### src/rtl/if_stage_hazard_pkg.sv
// Shared pipeline definitions: reset fetch address, bubble encoding and the
// fetch-state enum used by the IF stage, hazard unit and ID stage.
package if_stage_hazard_pkg;

  localparam logic [31:0] RESET_PC  = 32'h0000_0000;
  localparam logic [31:0] NOP_INSTR = 32'h0000_0013;

  typedef enum logic [1:0] {
    IDLE  = 2'd0,
    FETCH = 2'd1,
    HOLD  = 2'd2,
    DRAIN = 2'd3
  } fetch_state_t;

endpackage

### src/rtl/if_stage_hazard_ifid.sv
// IF/ID pipeline register: flush (bubble, PC kept) beats load, otherwise hold.
module ifid_reg #(
  parameter logic [31:0] NOP_INSTR = if_stage_hazard_pkg::NOP_INSTR
) (
  input  logic        clk,
  input  logic        rst_n,
  input  logic        load,
  input  logic        flush,
  input  logic [31:0] pc_in,
  input  logic [31:0] instr_in,
  output logic [31:0] pc_ifid,
  output logic [31:0] instr_ifid,
  output logic        valid_ifid
);

  // IF/ID state update
  always_ff @(posedge clk or negedge rst_n) begin
    if (!rst_n) begin
      pc_ifid    <= 32'h0000_0000;
      instr_ifid <= NOP_INSTR;
      valid_ifid <= 1'b0;
    end else if (flush) begin
      instr_ifid <= NOP_INSTR;
      valid_ifid <= 1'b0;
    end else if (load) begin
      pc_ifid    <= pc_in;
      instr_ifid <= instr_in;
      valid_ifid <= 1'b1;
    end else begin
      valid_ifid <= valid_ifid;
    end
  end

endmodule

### src/rtl/if_stage_hazard.sv
// Instruction-fetch stage: PC, variable-latency imem handshake, stall hold
// buffer and branch-redirect drain of an in-flight fetch.
module if_stage_hazard #(
  parameter logic [31:0] RESET_PC  = if_stage_hazard_pkg::RESET_PC,
  parameter logic [31:0] NOP_INSTR = if_stage_hazard_pkg::NOP_INSTR
) (
  input  logic        clk,
  input  logic        rst_n,
  input  logic        stall,
  input  logic        branch_taken_EX,
  input  logic [31:0] branch_target_EX,
  output logic        imem_req,
  output logic [31:0] imem_addr,
  input  logic [31:0] imem_rdata,
  input  logic        imem_valid,
  output logic [31:0] PC_IFID,
  output logic [31:0] Instruc_IFID,
  output logic        valid_IFID
);

  import if_stage_hazard_pkg::*;

  fetch_state_t state_r, state_nxt_s;
  logic [31:0]  pc_r, pc_nxt_s, pc_inc_s;
  logic [31:0]  drain_addr_r, drain_nxt_s;
  logic [31:0]  buf_r, buf_nxt_s;
  logic         load_s, flush_s;
  logic [31:0]  ifid_instr_s;

  assign pc_inc_s     = pc_r + 32'd4;
  assign imem_req     = (state_r == FETCH) || (state_r == DRAIN);
  assign imem_addr    = (state_r == DRAIN) ? drain_addr_r : pc_r;
  assign ifid_instr_s = (state_r == HOLD) ? buf_r : imem_rdata;

  // Next-state, PC and IF/ID control decode
  always_comb begin
    state_nxt_s = state_r;
    pc_nxt_s    = pc_r;
    drain_nxt_s = drain_addr_r;
    buf_nxt_s   = buf_r;
    load_s      = 1'b0;
    flush_s     = 1'b0;
    case (state_r)
      IDLE: begin
        state_nxt_s = FETCH;
        if (branch_taken_EX) begin
          pc_nxt_s = branch_target_EX;
          flush_s  = 1'b1;
        end else begin
          pc_nxt_s = pc_r;
        end
      end
      FETCH: begin
        if (branch_taken_EX) begin
          flush_s  = 1'b1;
          pc_nxt_s = branch_target_EX;
          // An unanswered request must be drained at its original address
          if (imem_valid) begin
            state_nxt_s = FETCH;
          end else begin
            drain_nxt_s = pc_r;
            state_nxt_s = DRAIN;
          end
        end else if (imem_valid && !stall) begin
          load_s   = 1'b1;
          pc_nxt_s = pc_inc_s;
        end else if (imem_valid) begin
          buf_nxt_s   = imem_rdata;
          state_nxt_s = HOLD;
        end else if (!stall) begin
          flush_s = 1'b1;
        end else begin
          flush_s = 1'b0;
        end
      end
      HOLD: begin
        if (branch_taken_EX) begin
          flush_s     = 1'b1;
          pc_nxt_s    = branch_target_EX;
          buf_nxt_s   = 32'h0000_0000;
          state_nxt_s = FETCH;
        end else if (!stall) begin
          load_s      = 1'b1;
          pc_nxt_s    = pc_inc_s;
          state_nxt_s = FETCH;
        end else begin
          state_nxt_s = HOLD;
        end
      end
      DRAIN: begin
        if (branch_taken_EX) begin
          pc_nxt_s = branch_target_EX;
          flush_s  = 1'b1;
        end else begin
          flush_s = !stall;
        end
        if (imem_valid) begin
          state_nxt_s = FETCH;
        end else begin
          state_nxt_s = DRAIN;
        end
      end
      default: begin
        state_nxt_s = IDLE;
      end
    endcase
  end

  // Fetch-control registers
  always_ff @(posedge clk or negedge rst_n) begin
    if (!rst_n) begin
      state_r      <= IDLE;
      pc_r         <= RESET_PC;
      drain_addr_r <= 32'h0000_0000;
      buf_r        <= 32'h0000_0000;
    end else begin
      state_r      <= state_nxt_s;
      pc_r         <= pc_nxt_s;
      drain_addr_r <= drain_nxt_s;
      buf_r        <= buf_nxt_s;
    end
  end

  ifid_reg #(
    .NOP_INSTR(NOP_INSTR)
  ) u_ifid_reg (
    .clk       (clk),
    .rst_n     (rst_n),
    .load      (load_s),
    .flush     (flush_s),
    .pc_in     (pc_r),
    .instr_in  (ifid_instr_s),
    .pc_ifid   (PC_IFID),
    .instr_ifid(Instruc_IFID),
    .valid_ifid(valid_IFID)
  );

endmodule

### config.mk
export PLATFORM = sky130hd
export DESIGN_NAME = if_stage_hazard
export DESIGN_NICKNAME = d
export VERILOG_FILES = /design/src/rtl/if_stage_hazard_pkg.sv /design/src/rtl/if_stage_hazard_ifid.sv /design/src/rtl/if_stage_hazard.sv
export SDC_FILE = /design/constraint.sdc
export NUM_CORES = 1
export LEC_CHECK = 0
export ABC_AREA = 0
export CAP_MARGIN = 20
export CORE_ASPECT_RATIO = 0.9
export CORE_MARGIN = 2
export CORE_UTILIZATION = 45
export DETAILED_ROUTE_END_ITERATION = 10
export GPL_ROUTABILITY_DRIVEN = 0
export PLACE_DENSITY = 0.7
export SYNTH_ARGS = -nofsm -noshare
export SYNTH_HDL_FRONTEND = slang
export SYNTH_SLANG_ARGS = --single-unit
export TNS_END_PERCENT = 30
### constraint.sdc
create_clock -name clk -period 4.5 [get_ports clk]
set_input_delay 1.125 -clock clk [delete_from_list [all_inputs] [get_ports clk]]
set_output_delay 1.125 -clock clk [all_outputs]
set_load 0.05 [all_outputs]
# [Yosys cells after proc, flatten, opt, wreduce, memory -nomap -nowiden]
# Cells that the tools add are included.
[word_totals] ff_bits=163
[classes] add_sub_neg=1 bitwise=2 n_reduce_logical=13 eq_ne=12 n_mux=35
[ops] cell="$mux 32" count=13
[ops] cell="$pmux 32 s3" count=1
[ops] cell="$pmux 32 s2" count=1
[ops] cell="$add 32x3->32 const B" count=1
[ops] cell="$mux 2" count=6
[ops] cell="$mux 1" count=11
[ops] cell="$ne 3x3->1 const B" count=3
[ops] cell="$ne 2x2->1 const B" count=4
[ops] cell="$pmux 2 s4" count=1
[ops] cell="$reduce_and 3->1" count=2
[ops] cell="$reduce_and 5->1" count=1
[ops] cell="$eq 2x2->1 const B" count=2
[ops] cell="$reduce_and 2->1" count=2
[ops] cell="$reduce_bool 2->1" count=2
[ops] cell="$reduce_or 2->1" count=2
[ops] cell="$ne 3x2->1 const B" count=1
[ops] cell="$pmux 1 s3" count=1
[ops] cell="$eq 2x1->1 const B" count=1
[ops] cell="$logic_not 2->1" count=1
[ops] cell="$ne 2x1->1 const B" count=1
[ops] cell="$not 1->1" count=2
[ops] cell="$pmux 1 s2" count=1
[ops] cell="$logic_and 1x1->1" count=1
[ops] cell="$logic_not 1->1" count=1
[ops] cell="$logic_or 1x1->1" count=1

# [Depth between registers and ports, before layout]
# Gate-level depths: netlist (run 1).
[depth] ltp_word=7 ltp_mapped=10 mapped_depth_nobuf=7

# [Hierarchy]
# A second synthesis (run 1) with hierarchy kept.
[hier_totals] hier_cells=760 area_unflattened_um2=8047.7
[modules_own_cells] module="if_stage_hazard" cells_per_inst=584 area_per_inst_um2=5391.4 instances=1
[modules_own_cells] module="ifid_reg" cells_per_inst=176 area_per_inst_um2=2656.3 instances=1

# [Least setup slack after synthesis (run 1)]
# OpenSTA, ideal clock, no wires.
[synth_timing] kind="reg2out" startpoint="register state_r[0]" endpoint="output imem_addr[15]" t_arrival_ns=2.154 t_required_ns=3.375 setup_slack_ns=1.221 path_stages_with_launch=5 cell_sequence="dfrtp_1 ha_1 clkbuf_1 clkbuf_1 o21ai_0"
[synth_between] elab_chain_len=2
[synth_lines] item="start: declaration" line_no="if_stage_hazard.sv:23" rtl="fetch_state_t state_r, state_nxt_s;"
[synth_lines] item="start signal: assignment" line_no="if_stage_hazard.sv:117" rtl="state_r <= state_nxt_s;"
[synth_lines] item="$eq 2x2->1" line_no="if_stage_hazard.sv:32" rtl="assign imem_addr = (state_r == DRAIN) ? drain_addr_r : pc_r;"
[synth_lines] item="$mux 32" line_no="if_stage_hazard.sv:32"
[synth_lines] item="end: declaration" line_no="if_stage_hazard.sv:13" rtl="output logic [31:0] imem_addr,"
# No other way between the ends.

# [Worst setup path in the final report (run 1)]
[layout_timing] startpoint="register state_r[1]" endpoint="output imem_addr[8]"
# Same word-level chain as after synthesis.

==> results.txt, run 1 <==
----------------------------------------------------
[Status]
  Outcome ... completed

[Yosys]
  Yosys reg bits ... around 160
  Number of distinct library cells after synthesis ... 52
  Synth Net Count ... between 800 and 900
  Number of synthesis warnings ... 0
  Number of instances in the synthesized netlist ... 730
  Post-synthesis area per instance ... approximately 11 sq um
  Post-synth top flop ... dfrtp_1
  Share of synthesized flip-flops with an asynchronous set or reset ... 100%
  Cell area after synthesis ... 7670 sq um
  Number of flops mapped to enable cells by yosys ... 0
  Share of synthesized area occupied by flip-flops and latches ... between 50 and 60%

[Worst setup path]
  Max stage delay cell, worst path ... ha_2
  Cell breakdown of the critical path ... ha_2 > mux2_2 > clkdlybuf4s50_1
  Type of the worst setup path ... reg2out
  CP Data Required Time ... around 3.4 ns
  Kind of start point of the critical path ... flip-flop
  Worst setup EP type ... primary output
  Largest fanout on the critical path ... 40
  Data arrival at the endpoint of the critical path ... between 2 and 3 ns
  Slowest stage delay, CP ... between 0.7 and 0.8 ns

[Detailed routing]
  Routed vias ... around 5900
  1st-iter DRT viols ... between 400 and 500
  Total Routed Length ... roughly 18000 um
  Met3 WL post-DR ... between 1000 and 1500 um
  Number of vias per cell ... 5.36
  Max Used Layer ... met4
  Wire length on met2 ... roughly 8400 um
  Drt wl/cell ... 16.8 um
  Wire length the detailed router placed on met1 ... between 8000 and 9000 um
  Post-detailed-route count of antenna-violating nets ... 0
  Post-route DRC violation count ... 0
  Total iterations of the first detailed-routing run ... 5

[Final layout]
  Share of cells above drive strength 1 ... between 15 and 20%
  Most common cell after layout, fill and taps aside ... clkdlybuf4s50_1
  Utilization of the core after routing ... approximately three fifths
  Total inserted antenna cells ... 0
  Leading cell types in the layout, fill and taps excluded ... clkdlybuf4s50_1, dfrtp_1, nand2_1, mux2_2, o21ai_0
  Layout Nets ... about 950
  Layout Area Growth over Synthesis ... 32.5%
  Cell Count, Final, Fillers Out ... 1097

[Global routing]
  Initial antenna violation count ... 0
  Pin count of the biggest net entering global routing ... 110
  GR Util All Layers ... a little over a fifth
  Number of global-route vias before repair ... between 5000 and 6000
  Total global routing overflow ... 0
  Wire length of the first global-routing pass ... 30000 um

[Timing]
  Worst max-slew margin expressed relative to the limit ... between 40% and 50%
  Final hold violations ... 0
  Max Transition Viols Final ... 0
  Unrepaired setup endpoints after global routing ... false
  Final Cycle Share ... a little under nine tenths
  Final sum of negative setup slack ... 0 ns
  Count of final setup violators ... 0
  Time the final worst path needs with I/O delays and setup ... ~3.9 ns
  Worst clock skew ... around 0.0052 ns
  Max Clk Rate ... between 200 and 300 MHz
  Measured slew at the worst slew-check pin ... a little under 0.9 ns

[Power and ir drop]
  Cell Pwr Density ... 696 nW/um^2
  Cell leakage power ... 4.20 nW
  Total power draw ... about 7.1 mW
  Peak ir drop on the vdd network ... between 0.0004 and 0.0005 V

[Clock network]
  CTS max path bufs ... 2
  CTS buffer count ... 17
  Hold Buf Count CTS ... 0
  Number of setup buffers added after CTS ... 0
  Number of sinks driven by the clock tree ... between 150 and 200
  Resized cells post-CTS ... 0
  TritonCTS clock tree ... yes
  Clk Latency, worst-skew pair ... 0.42 ns
  Clock Pin Slew Worst Setup and Hold Paths ... around 0.060 ns
  CTS H-Tree Depth ... 4
  Clk Tree Root Cell ... clkbuf_16

[Floorplan]
  Die span in y ... approximately 130 um
  Initial Utilization ... between 40% and 50%
  Number of rows created at floorplan ... 45
  Number of ports placed on the die boundary ... between 150 and 200
  Floorplan die width ... roughly 140 um
  Core Region ... approximately 17000 sq um
  Area enclosed by the die boundary ... 18100 sq um

[Place]
  Count of port buffers added during placement ... 166
  Cell Count Post-Placement ... approximately 1100
  Final HPWL from detailed placement ... between 10000 and 15000 um

[Flow run]
  Max capacitance violation total ... 0

[Worst hold path]
  Hold/Removal Path Class ... reg2reg

----------------------------------------------------
critical path: cells and delay by family (launching register included):
kind	cells	cell delay [ns]
muxes	1	0.42
DFF	1	0.39
adders and majority gates	1	0.78
buffers and inverters	1	0.71
kinds of logic after synthesis:
family	after synthesis	share of synthesized area (%)
muxes	84	12.3
DFF	163	53.2
adders and majority gates	5	0.816
xor gates and xnor gates	18	2.06
and+or+nand+nor	257	16.1
AOI/OAI and AO/OA	141	11.6
buffers and inverters	62	3.92
state kept, by name, summed over array words and instances, names as in the netlist:
name,count
buf_r,32
drain_addr_r,32
pc_r,32
u_ifid_reg.instr_ifid,32
u_ifid_reg.pc_ifid,32
state_r,2
u_ifid_reg.valid_ifid,1
metrics by stage:
stage	hold slack (ns)	cell area, sq um	setup WS, ns
after global routing	0.503	10200	0.443
after detailed placement	0.471	9430	1.04
after floorplan	0.450	7670	1.22
after global placement	0.462	9430	1.09
after CTS	0.485	10100	0.582
final	0.481	10200	0.629
synth_stat cells, types with 4 or more instances:
master / instances / area share, %
clkbuf_1: 30 / 1.5
nor4_1: 5 / 0.41
a21oi_1: 18 / 1.2
mux2_2: 84 / 12
o21ai_0: 63 / 4.1
buf_1: 4 / 0.20
inv_1: 12 / 0.59
nand2b_1: 35 / 2.9
nand3_1: 10 / 0.65
nand2_1: 125 / 6.1
buf_2: 8 / 0.52
nor3_1: 12 / 0.78
a311oi_1: 30 / 3.4
o21ai_1: 8 / 0.52
o31ai_1: 4 / 0.39
dfrtp_1: 160 / 52
nor2_1: 46 / 2.3
ha_1: 5 / 0.82
nand4_1: 4 / 0.33
xnor2_1: 15 / 1.7
routing by layer:
metal | up-vias | global-route usage (%)
met4 | 0 | 4.12
li1 | 2843 | -
met2 | 156 | 32.3
met5 | - | 0
met3 | 14 | 5.45
met1 | 2870 | 30.0
area by class of cell:
| type | count | area [sq um] |
|---|---|---|
| inverters | 12 | 45.0 |
| multi-input cells | 505 | 3310 |
| clock inverters | 12 | 250 |
| flip-flops and latches | 163 | 4080 |
| repair buffers | 175 | 1760 |
| well taps | 211 | 264 |
| fillers | 1382 | 6620 |
| clock buffers | 19 | 453 |
where the power goes:
group	leakage, nW	internal [mW]	switching, mW
Sequential	2.06	1.96	0.319
Combinational	1.79	1.13	1.94
Clock	0.344	1.13	0.602
Total	4.20	4.22	2.86
worst paths after layout:
path,startpoint,to,slack (ns),depth (start not counted)
max in group asynchronous,rst_n,u_ifid_reg.instr_ifid[4],3.25,2
setup / recovery,state_r[1],imem_addr[8],0.63,3
hold / removal,buf_r[5],buf_r[5],0.48,2
min in group asynchronous,rst_n,u_ifid_reg.pc_ifid[10],0.52,1
setup reg to reg,state_r[1],u_ifid_reg.pc_ifid[28],1.91,6
hold reg to reg,buf_r[5],buf_r[5],0.48,2
Power figures use the tool's default switching activity.
==> run 2, diff against run 1 <==
Settings changed: GPL_TIMING_DRIVEN set to 1, SETUP_SLACK_MARGIN set to 0.02.
==> results of run 2 <==
The final DEF is identical to that of run 1; final timing and power are the same.
